## src/rtl/atm_keypad_entry.sv

```systemverilog
// atm_keypad_entry: keypad front end of an ATM. Collects account number, PIN,
// menu choice, amount and optional transfer destination from a stream of key
// strobes, then presents them to the ATM core with a valid/ready request.
//
// Ports
//   clk, rst          clock, asynchronous active-high reset
//   key_code[3:0]     0-9 digit, 0xA ENTER, 0xB CLEAR, 0xC CANCEL, 0xD-0xF ignored
//   key_valid         one-cycle strobe qualifying key_code
//   req_ready         ATM core accepts the presented request
//   acc_number[11:0]  account number
//   pin[3:0]          PIN digit
//   menu_option[2:0]  selected operation
//   amount[10:0]      transaction amount
//   dest_acc_number   transfer destination account (12 bits)
//   req_valid         request fields stable and valid
//   exit_pulse        one-cycle session exit
//   entry_error       one-cycle pulse on a rejected key
//   state[2:0]        current FSM state (debug)
//
// Optional feature: define KEYPAD_TIMEOUT_EN to enable an idle timeout of
// TIMEOUT_CYCLES cycles that acts as CANCEL outside S_ACC (frozen in S_ISSUE).
module atm_keypad_entry #(
    parameter int unsigned TIMEOUT_CYCLES = 1000
) (
    input  logic        clk,
    input  logic        rst,
    input  logic [3:0]  key_code,
    input  logic        key_valid,
    input  logic        req_ready,
    output logic [11:0] acc_number,
    output logic [3:0]  pin,
    output logic [2:0]  menu_option,
    output logic [10:0] amount,
    output logic [11:0] dest_acc_number,
    output logic        req_valid,
    output logic        exit_pulse,
    output logic        entry_error,
    output logic [2:0]  state
);

    localparam int unsigned ACC_MAX = 4095;
    localparam int unsigned AMT_MAX = 2047;

    typedef enum logic [2:0] {
        S_ACC    = 3'd0,
        S_PIN    = 3'd1,
        S_MENU   = 3'd2,
        S_AMOUNT = 3'd3,
        S_DEST   = 3'd4,
        S_ISSUE  = 3'd5
    } state_e;

    state_e      state_q, state_d;
    logic [11:0] acc_q, acc_d, dest_q, dest_d;
    logic [3:0]  pin_q, pin_d;
    logic [2:0]  menu_q, menu_d;
    logic [10:0] amt_q, amt_d;
    logic [2:0]  cnt_q, cnt_d;
    logic        req_valid_q, req_valid_d;
    logic        exit_q, exit_d;
    logic        err_q, err_d;

    logic        is_digit_c, is_enter_c, is_clear_c, cancel_c, timeout_c;
    logic [11:0] cur_val_c;
    logic [15:0] new_val_c;

`ifdef KEYPAD_TIMEOUT_EN
    localparam int unsigned IDLE_W = $clog2(TIMEOUT_CYCLES + 1);
    logic [IDLE_W-1:0] idle_q, idle_d;

    // Idle counter: cleared by any key, idle in S_ACC, frozen in S_ISSUE.
    assign timeout_c = !key_valid && (state_q != S_ACC) && (state_q != S_ISSUE)
                       && (idle_q == IDLE_W'(TIMEOUT_CYCLES - 1));

    always_comb begin
        idle_d = idle_q;
        if (key_valid || state_q == S_ACC || timeout_c) idle_d = '0;
        else if (state_q != S_ISSUE)                    idle_d = idle_q + IDLE_W'(1);
    end

    always_ff @(posedge clk or posedge rst) begin
        if (rst) idle_q <= '0;
        else     idle_q <= idle_d;
    end
`else
    assign timeout_c = 1'b0;
`endif

    assign is_digit_c = key_valid && (key_code <= 4'd9);
    assign is_enter_c = key_valid && (key_code == 4'hA);
    assign is_clear_c = key_valid && (key_code == 4'hB);
    assign cancel_c   = (key_valid && (key_code == 4'hC)) || timeout_c;

    // Field currently being accumulated and its value with the new digit appended.
    always_comb begin
        case (state_q)
            S_DEST:   cur_val_c = dest_q;
            S_AMOUNT: cur_val_c = {1'b0, amt_q};
            default:  cur_val_c = acc_q;
        endcase
    end
    assign new_val_c = 16'(cur_val_c) * 16'd10 + 16'(key_code);

    // Next-state and output logic.
    always_comb begin
        state_d = state_q;
        acc_d   = acc_q;
        dest_d  = dest_q;
        pin_d   = pin_q;
        menu_d  = menu_q;
        amt_d   = amt_q;
        cnt_d   = cnt_q;
        exit_d  = 1'b0;
        err_d   = 1'b0;

        if (cancel_c) begin
            exit_d  = 1'b1;
            acc_d   = '0;
            dest_d  = '0;
            pin_d   = '0;
            menu_d  = '0;
            amt_d   = '0;
            cnt_d   = '0;
            state_d = S_ACC;
        end else begin
            case (state_q)
                S_ACC, S_DEST: begin
                    if (is_digit_c) begin
                        if (cnt_q == 3'd4 || new_val_c > 16'(ACC_MAX)) begin
                            err_d = 1'b1;
                        end else begin
                            if (state_q == S_ACC) acc_d  = new_val_c[11:0];
                            else                  dest_d = new_val_c[11:0];
                            cnt_d = cnt_q + 3'd1;
                        end
                    end else if (is_enter_c) begin
                        if (cnt_q == 3'd0) begin
                            err_d = 1'b1;
                        end else begin
                            cnt_d   = '0;
                            state_d = (state_q == S_ACC) ? S_PIN : S_ISSUE;
                        end
                    end else if (is_clear_c) begin
                        if (state_q == S_ACC) acc_d  = '0;
                        else                  dest_d = '0;
                        cnt_d = '0;
                    end
                end
                S_PIN: begin
                    if (is_digit_c) begin
                        if (cnt_q != 3'd0) begin
                            err_d = 1'b1;
                        end else begin
                            pin_d = key_code;
                            cnt_d = 3'd1;
                        end
                    end else if (is_enter_c) begin
                        if (cnt_q == 3'd0) begin
                            err_d = 1'b1;
                        end else begin
                            cnt_d   = '0;
                            state_d = S_MENU;
                        end
                    end else if (is_clear_c) begin
                        pin_d = '0;
                        cnt_d = '0;
                    end
                end
                S_MENU: begin
                    // A menu digit takes effect immediately; a new transaction
                    // starts with empty amount and destination fields.
                    if (is_digit_c) begin
                        case (key_code)
                            4'd3: begin
                                menu_d  = 3'd3;
                                state_d = S_ISSUE;
                            end
                            4'd4, 4'd5, 4'd6, 4'd7: begin
                                menu_d  = key_code[2:0];
                                amt_d   = '0;
                                dest_d  = '0;
                                cnt_d   = '0;
                                state_d = S_AMOUNT;
                            end
                            default: err_d = 1'b1;
                        endcase
                    end
                end
                S_AMOUNT: begin
                    if (is_digit_c) begin
                        // Overflow discards the whole amount, unlike account fields.
                        if (cnt_q == 3'd4 || new_val_c > 16'(AMT_MAX)) begin
                            err_d = 1'b1;
                            amt_d = '0;
                            cnt_d = '0;
                        end else begin
                            amt_d = new_val_c[10:0];
                            cnt_d = cnt_q + 3'd1;
                        end
                    end else if (is_enter_c) begin
                        if (cnt_q == 3'd0) begin
                            err_d = 1'b1;
                        end else begin
                            cnt_d   = '0;
                            state_d = (menu_q == 3'd6) ? S_DEST : S_ISSUE;
                        end
                    end else if (is_clear_c) begin
                        amt_d = '0;
                        cnt_d = '0;
                    end
                end
                S_ISSUE: begin
                    if (req_valid_q && req_ready) state_d = S_MENU;
                end
                default: state_d = S_ACC;
            endcase
        end

        req_valid_d = (state_d == S_ISSUE);
    end

    always_ff @(posedge clk or posedge rst) begin
        if (rst) begin
            state_q     <= S_ACC;
            acc_q       <= '0;
            dest_q      <= '0;
            pin_q       <= '0;
            menu_q      <= '0;
            amt_q       <= '0;
            cnt_q       <= '0;
            req_valid_q <= 1'b0;
            exit_q      <= 1'b0;
            err_q       <= 1'b0;
        end else begin
            state_q     <= state_d;
            acc_q       <= acc_d;
            dest_q      <= dest_d;
            pin_q       <= pin_d;
            menu_q      <= menu_d;
            amt_q       <= amt_d;
            cnt_q       <= cnt_d;
            req_valid_q <= req_valid_d;
            exit_q      <= exit_d;
            err_q       <= err_d;
        end
    end

    assign acc_number      = acc_q;
    assign pin             = pin_q;
    assign menu_option     = menu_q;
    assign amount          = amt_q;
    assign dest_acc_number = dest_q;
    assign req_valid       = req_valid_q;
    assign exit_pulse      = exit_q;
    assign entry_error     = err_q;
    assign state           = 3'(state_q);

endmodule

```

## config.mk

```make
export PLATFORM = sky130hd
export DESIGN_NAME = atm_keypad_entry
export DESIGN_NICKNAME = d
export VERILOG_FILES = /design/src/rtl/atm_keypad_entry.sv
export SDC_FILE = /design/constraint.sdc
export NUM_CORES = 1
export LEC_CHECK = 0
export CAP_MARGIN = 20
export CORE_MARGIN = 2
export CORE_UTILIZATION = 35
export CTS_CLUSTER_DIAMETER = 80
export DETAILED_ROUTE_END_ITERATION = 8
export DONT_BUFFER_PORTS = 1
export HOLD_SLACK_MARGIN = 0.02
export MAX_ROUTING_LAYER = met4
export PLACE_DENSITY = 0.53
export SLEW_MARGIN = 20
export SYNTH_ARGS = -nofsm -noshare
export SYNTH_HDL_FRONTEND = slang
export SYNTH_SLANG_ARGS = --single-unit
```

## constraint.sdc

```tcl
create_clock -name clk -period 9.3 [get_ports clk]
set_clock_uncertainty 0.15 [all_clocks]
set_input_delay 1.86 -clock clk [delete_from_list [all_inputs] [get_ports clk]]
set_output_delay 1.86 -clock clk [all_outputs]
set_load 0.02 [all_outputs]
```

-- Word-level counts from Yosys, hierarchy flattened
Cells that the tools add are included.
- register bits: 51
- bits of input ports: 8
- output and inout bits: 48
- word-level logic and storage cells: 152
- $add $sub $neg: 2
- multipliers: 1
- order comparisons: 3
- equal/unequal tests: 28
- muxes and demuxes: 79
- reductions and logical operators: 29
- operators by type and width (cell ; number):
    two-way mux 12 bit ; 17
    two-way mux 3 bit ; 28
    two-way mux 11 bit ; 7
    one-hot mux 12 bit (2 select lines) ; 2
    two-way mux 4 bit ; 6
    inequality test 4 bit, second input constant ; 6
    one-hot mux 11 bit (2 select lines) ; 1
    adder 16 x 4 -> 16 bit ; 1
    equality test 4 x 3 -> 1 bit, second input constant ; 4
    greater-than comparator 16 x 11 -> 1 bit, second input constant ; 1
    greater-than comparator 16 x 12 -> 1 bit, second input constant ; 1
    equality test 3 bit, second input constant ; 5
    multiplier 12 x 3 -> 15 bit, second input constant ; 1
    inequality test 3 bit, second input constant ; 5
    one-hot mux 3 bit (5 select lines) ; 1
    AND reduction 5 bit ; 3
    nonzero test 3 bit ; 5
    two-way mux 1 bit ; 13
    equality test 4 bit, second input constant ; 3
    one-hot mux 3 bit (2 select lines) ; 2
    one-hot mux 3 bit (4 select lines) ; 1
    nonzero test 2 bit ; 5
    AND reduction 7 bit ; 1
    equality test 3 x 2 -> 1 bit, second input constant ; 2
    15 further kinds ; 21

-- Depth between registers and ports, before layout
- depth in word-level cells: 10
- depth in mapped cells: 20
- depth with buffers taken out: 17

-- Least setup slack after synthesis
OpenSTA, ideal clock, no wires.
- kind: flip-flop to flip-flop
- start point: register state_q[0], in the netlist state[0]
- end point: register acc_q[0], in the netlist acc_number[0]
- data arrival time: 4.513 ns
- required time: 9.025 ns
- slack: 4.511 ns
- stages on the path, launching flop included: 20
- path buffers: 4
- period minus slack after synthesis: 4.789 ns
- cells stage by stage: dfrtp_1 > clkbuf_1 > clkbuf_8 > clkbuf_1 > o22ai_1 > nand2_1 > o21ai_0 > a21oi_1 > ha_1 > fa_1 > a21o_2 > a221oi_2 > xnor2_1 > nand4_2 > nor4b_2 > o211a_4 > nor2_4 > nor2_4 > buf_6 > mux2_4
- longest elaborated chain between the ends: 8
- RTL lines (what ; RTL line ; text):
    start, declared ; 53 ; state_e state_q, state_d;
    start signal, assigned ; 235 ; state_q <= state_d;
    equality test 3 x 2 -> 1 bit / equality test 3 bit (equally long branches) ; 96, 126 ;
    one-hot mux 12 bit (2 select lines) ; 96 ; case (state_q)
    multiplier 12 x 3 -> 15 bit ; 102 ; assign new_val_c = 16'(cur_val_c) * 16'd10 + 16'(key_code);
    adder 16 x 4 -> 16 bit ; 102 ;
    greater-than comparator 16 x 12 -> 1 bit ; 129 ; if (cnt_q == 3'd4 || new_val_c > 16'(ACC_MAX)) begin
    logical OR 1 bit ; 129 ;
    inequality test 3 bit (no line) ; - ;
    AND reduction 5 bit (no line) * ; - ;
    end signal, assigned ; 225 ; acc_q <= '0;
    end signal, assigned ; 236 ; acc_q <= acc_d;
    end, declared ; 54 ; logic [11:0] acc_q, acc_d, dest_q, dest_d;
Every way passes the cells marked *; elsewhere a longest branch is shown, timed or not.
A chain may end at the register's enable or synchronous reset.

-- Worst setup path in the final report
- start point: register state_q[2], in the netlist state[2]
- end point: register dest_q[1], in the netlist dest_acc_number[1]
- longest elaborated chain between the ends: 9
- RTL lines (what ; RTL line ; text):
    branches (longest 9 deep; another with adder 16 x 4 -> 16 bit) ; - ;
    end signal, assigned ; 237 ; dest_q <= dest_d;
    end, declared ; 54 ;
Several ways; the timed one is not identified. The select of a mux whose other input is x is not followed.

==> metrics.md <==
| Metric | Value |
|---|---|
| Status | `finished clean` |
| Crit path from | `state[2]` |
| Detail Route Antenna Nets | `0` |
| Period utilisation layout | `0.596` |
| Final Cell Area | `approximately 0.0043 sq mm` |
| Share of cells above drive strength 1 | `0.0941` |
| WS Path Type | `reg -> reg` |
| Area of the core | `0.0114 sq mm` |
| Reg2reg setup slack | `approximately 3.8 ns` |
| Pins over their slew limit | `0` |
| Final hold vios | `0` |
| Worst Hold Class | `reg -> reg` |
| WP data required | `between 9 and 10 ns` |
| Switching portion of total power | `0.522` |
| Post-Syn Instances | `about 470` |
| Setup WS post-layout | `3.76 ns` |
| CTS sink count | `51` |
| ANT cells | `0` |
| Vias per cell | `approximately 5.9` |
| Hold Slack | `0.459 ns` |
| Longest Clk Path Bufs | `2` |
| Final layout net count | `491` |
| Crit path capture type | `register` |
| Max Freq | `about 180 MHz` |
| Die X | `112 um` |
| CTS tree | `yes` |
| Num CTS Buffers | `5` |
| Sequential share of power | `0.235` |
| Final HPWL DP | `8650 um` |
| RSZ-0062 raised after global routing | `false` |
| Total power | `1.81 mW` |
| Cell mode on critical path | `ha_1` |
| Post-synth net total | `507` |
| Initial Util | `0.357` |
| Tmin final | `between 5 and 6 ns` |
| Min-Delay Endpoint | `cnt_q[1]` |
| Worst Path Max Fanout | `27` |
| R2R depth | `16` |
| Routed vias | `3519` |
| Vias in the first global route | `about 3300` |
| Number of buffers added on ports | `0` |
| Int Pwr | `867 uW` |
| DP Area | `0.00408 sq mm` |
| FF-to-FF Start | `state[2]` |
| Seq/Total Area, Yosys | `0.315` |
| Clock-pin slew on the worst setup and hold paths | `approximately 0.07 ns` |
| Post-CTS sizing | `0` |
| Iteration count of the initial detailed-routing pass | `5` |
| Drt initial violations | `229` |
| Syn-to-layout area delta | `4.91%` |
| Worst-margin pin slew | `1.09 ns` |
| Max incr delay on CP | `a little under 0.8 ns` |
| Clk_lat worst skew | `between 0.2 and 0.3 ns` |
| Leakage | `approximately 1.8 nW` |
| Most used DFF post-synth | `dfrtp_1` |
| Post-Route Utilization | `0.374` |
| Antenna violations before repair | `0` |
| CTS Root Cell | `clkbuf_16` |
| Logic gate share of total power | `0.645` |
| Reg2reg end | `dest_acc_number[1]` |
| GR Util All Layers | `0.197` |
| Largest net degree at the start of global routing | `52` |
| Wire per inst | `19.7 um` |
| Peak supply drop | `0.000185 V` |
| Yosys warns | `0` |
| # hold bufs at CTS | `0` |
| Mapped Area | `roughly 0.0041 sq mm` |
| Sequential cell area | `0.00128 sq mm` |
| Total die area | `roughly 0.012 sq mm` |
| Slew margin rel. | `0.272` |
| Worst Hold Depth | `2` |
| Global-route wire length before repair | `19200 um` |
| Hold_sp | `cnt_q[1]` |
| Sw power | `about 940 uW` |
| Die height | `112 um` |
| Clock network power share | `0.119` |
| Area of the multi-input gates | `0.00252 sq mm` |
| Total gr overflow | `0` |
| Critical-path cell list | `buf_4 -> and2b_1 -> or2_0 -> o21ai_0 -> a21oi_1 -> ha_1 -> ha_1 -> fa_1 -> a21o_2 -> a221oi_2 -> xnor2_1 -> nand4_2 -> o21a_1 -> o211a_4 -> o22ai_2 -> o31ai_1` |
| Pwr/cell area | `426 mW/mm^2` |
| Worst setup SP type | `register` |
| #FFs+latches synth | `51` |
| Non-filler cells, final | `600` |
| I/O pin count | `56` |
| Post-Place Worst Slack | `around 3.7 ns` |
| Worst Path Arrival | `5.52 ns` |
| FFs w/ async S/R, synth | `1.00` |
| Slowest-stage cell, CP | `o22ai_2` |
| Num rows | `39` |
| Final setup fails | `0` |
| Placed cell count | `592` |
| DR DRC count | `0` |
| # Post-CTS Setup Buffers | `0` |
| Final GP Congestion | `0.864` |
| Mean Syn Cell Area | `around 8.6 sq um` |
| Fillcell total | `1185` |
| Netlist cell types | `67` |
| Setup TNS | `0 ns` |
| Post-synth EDFFs | `0` |
| H-Tree Depth | `2` |
| Routed WL | `11800 um` |
| Max_cap viols | `0` |
worst max-delay path by stage:
stage                                     to  slack [ns]
after floorplan                acc_number[0]        4.51
after global routing      dest_acc_number[4]        3.34
after detailed placement  dest_acc_number[4]        3.73
final                     dest_acc_number[1]        3.76
after global placement    dest_acc_number[1]        3.91
after CTS                 dest_acc_number[4]        3.72
cell usage after synthesis (all sizes together) (9+ instances only):
cell,n,area [sq um]
o31ai,13,97.6
o22ai,18,119
clkbuf,23,146
inv,19,71.3
a21oi,22,110
nand2,69,264
mux2i,9,90.1
nor2,39,161
dfrtp,51,1280
ha,25,313
o21ai,42,210
nor3,11,55.1
nand3,10,55.1
logic make-up (layout without fill, tap and decap cells):
group                    after synthesis  count (layout)  synth area share
multiplexers                          16              16            0.0435
buffers and inverters                 46              31            0.0633
AND/OR/NAND/NOR                      168             168             0.203
adder cells (fa/ha/maj)               27              27            0.0870
XOR/XNOR                              13              13            0.0336
flip-flops                            51              51             0.315
AO/OA/AOI/OAI                        151             151             0.255
layout make-up:
class,count,share of cell area
sequential,51,0.300
tap,143,0.0421
multi-input combinational,375,0.593
timing repair buffer,4,0.00706
clock buffer,6,0.0327
clock inverter,2,0.00824
inverter,19,0.0171
registers in the layout, indices dropped and copies added (netlist names):
name and cells:
acc_number 12, dest_acc_number 12, amount 11, pin 4, cnt_q 3, menu_option 3
state 3, entry_error 1, exit_pulse 1, req_valid 1
routing by layer:
metal / routed length, um / GRT usage / vias up
met5: 0 / - / -
met4: 193 / 0.0527 / 0
met3: 835 / 0.0452 / 11
met2: 5410 / 0.301 / 115
met1: 5390 / 0.263 / 1709
li1: - / - / 1684
cell usage in the layout, fill, tap and decap left out, types with 3 or more instances in the layout:
cell type	Yosys	layout
nand2_1	67	67
mux2_2	5	5
nor2b_1	7	7
and2_1	5	5
inv_1	19	18
or3_1	4	4
nor3_1	11	11
nand2b_1	4	4
a21oi_1	22	22
o311a_1	4	4
mux2i_1	9	9
or2_2	4	4
clkbuf_16	0	5
ha_1	25	25
xnor2_1	7	7
dfrtp_1	51	51
a31oi_1	5	5
o41ai_1	3	3
xor2_1	3	3
o21ai_0	41	41
a21o_1	6	6
nor2_1	37	37
o31ai_1	13	13
a32oi_1	3	3
a211oi_1	7	7
a41oi_1	3	3
nand3_1	9	9
o22ai_1	17	17
buf_4	0	4
o21a_1	5	5
worst max-delay path: cells and delay by family, from the launching register on:
kind	cells	cell delay [ns]
AO/OA/AOI/OAI	8	2.43
XOR/XNOR	1	0.24
adder cells (fa/ha/maj)	3	1.02
buffers and inverters	1	0.31
flip-flops	1	0.32
AND/OR/NAND/NOR	3	0.90
power groups by stage:
stage | clock, mW | sequential (mW) | combinational (mW)
2_1_floorplan | 0 | 0.405 | 0.934
3_3_place_gp | 0 | 0.429 | 1.14
3_5_place_dp | 0 | 0.432 | 1.16
4_1_cts | 0.221 | 0.427 | 1.16
5_1_grt | 0.227 | 0.438 | 1.31
6_report | 0.216 | 0.427 | 1.17
No activity file was read; power rests on OpenSTA's default activity.
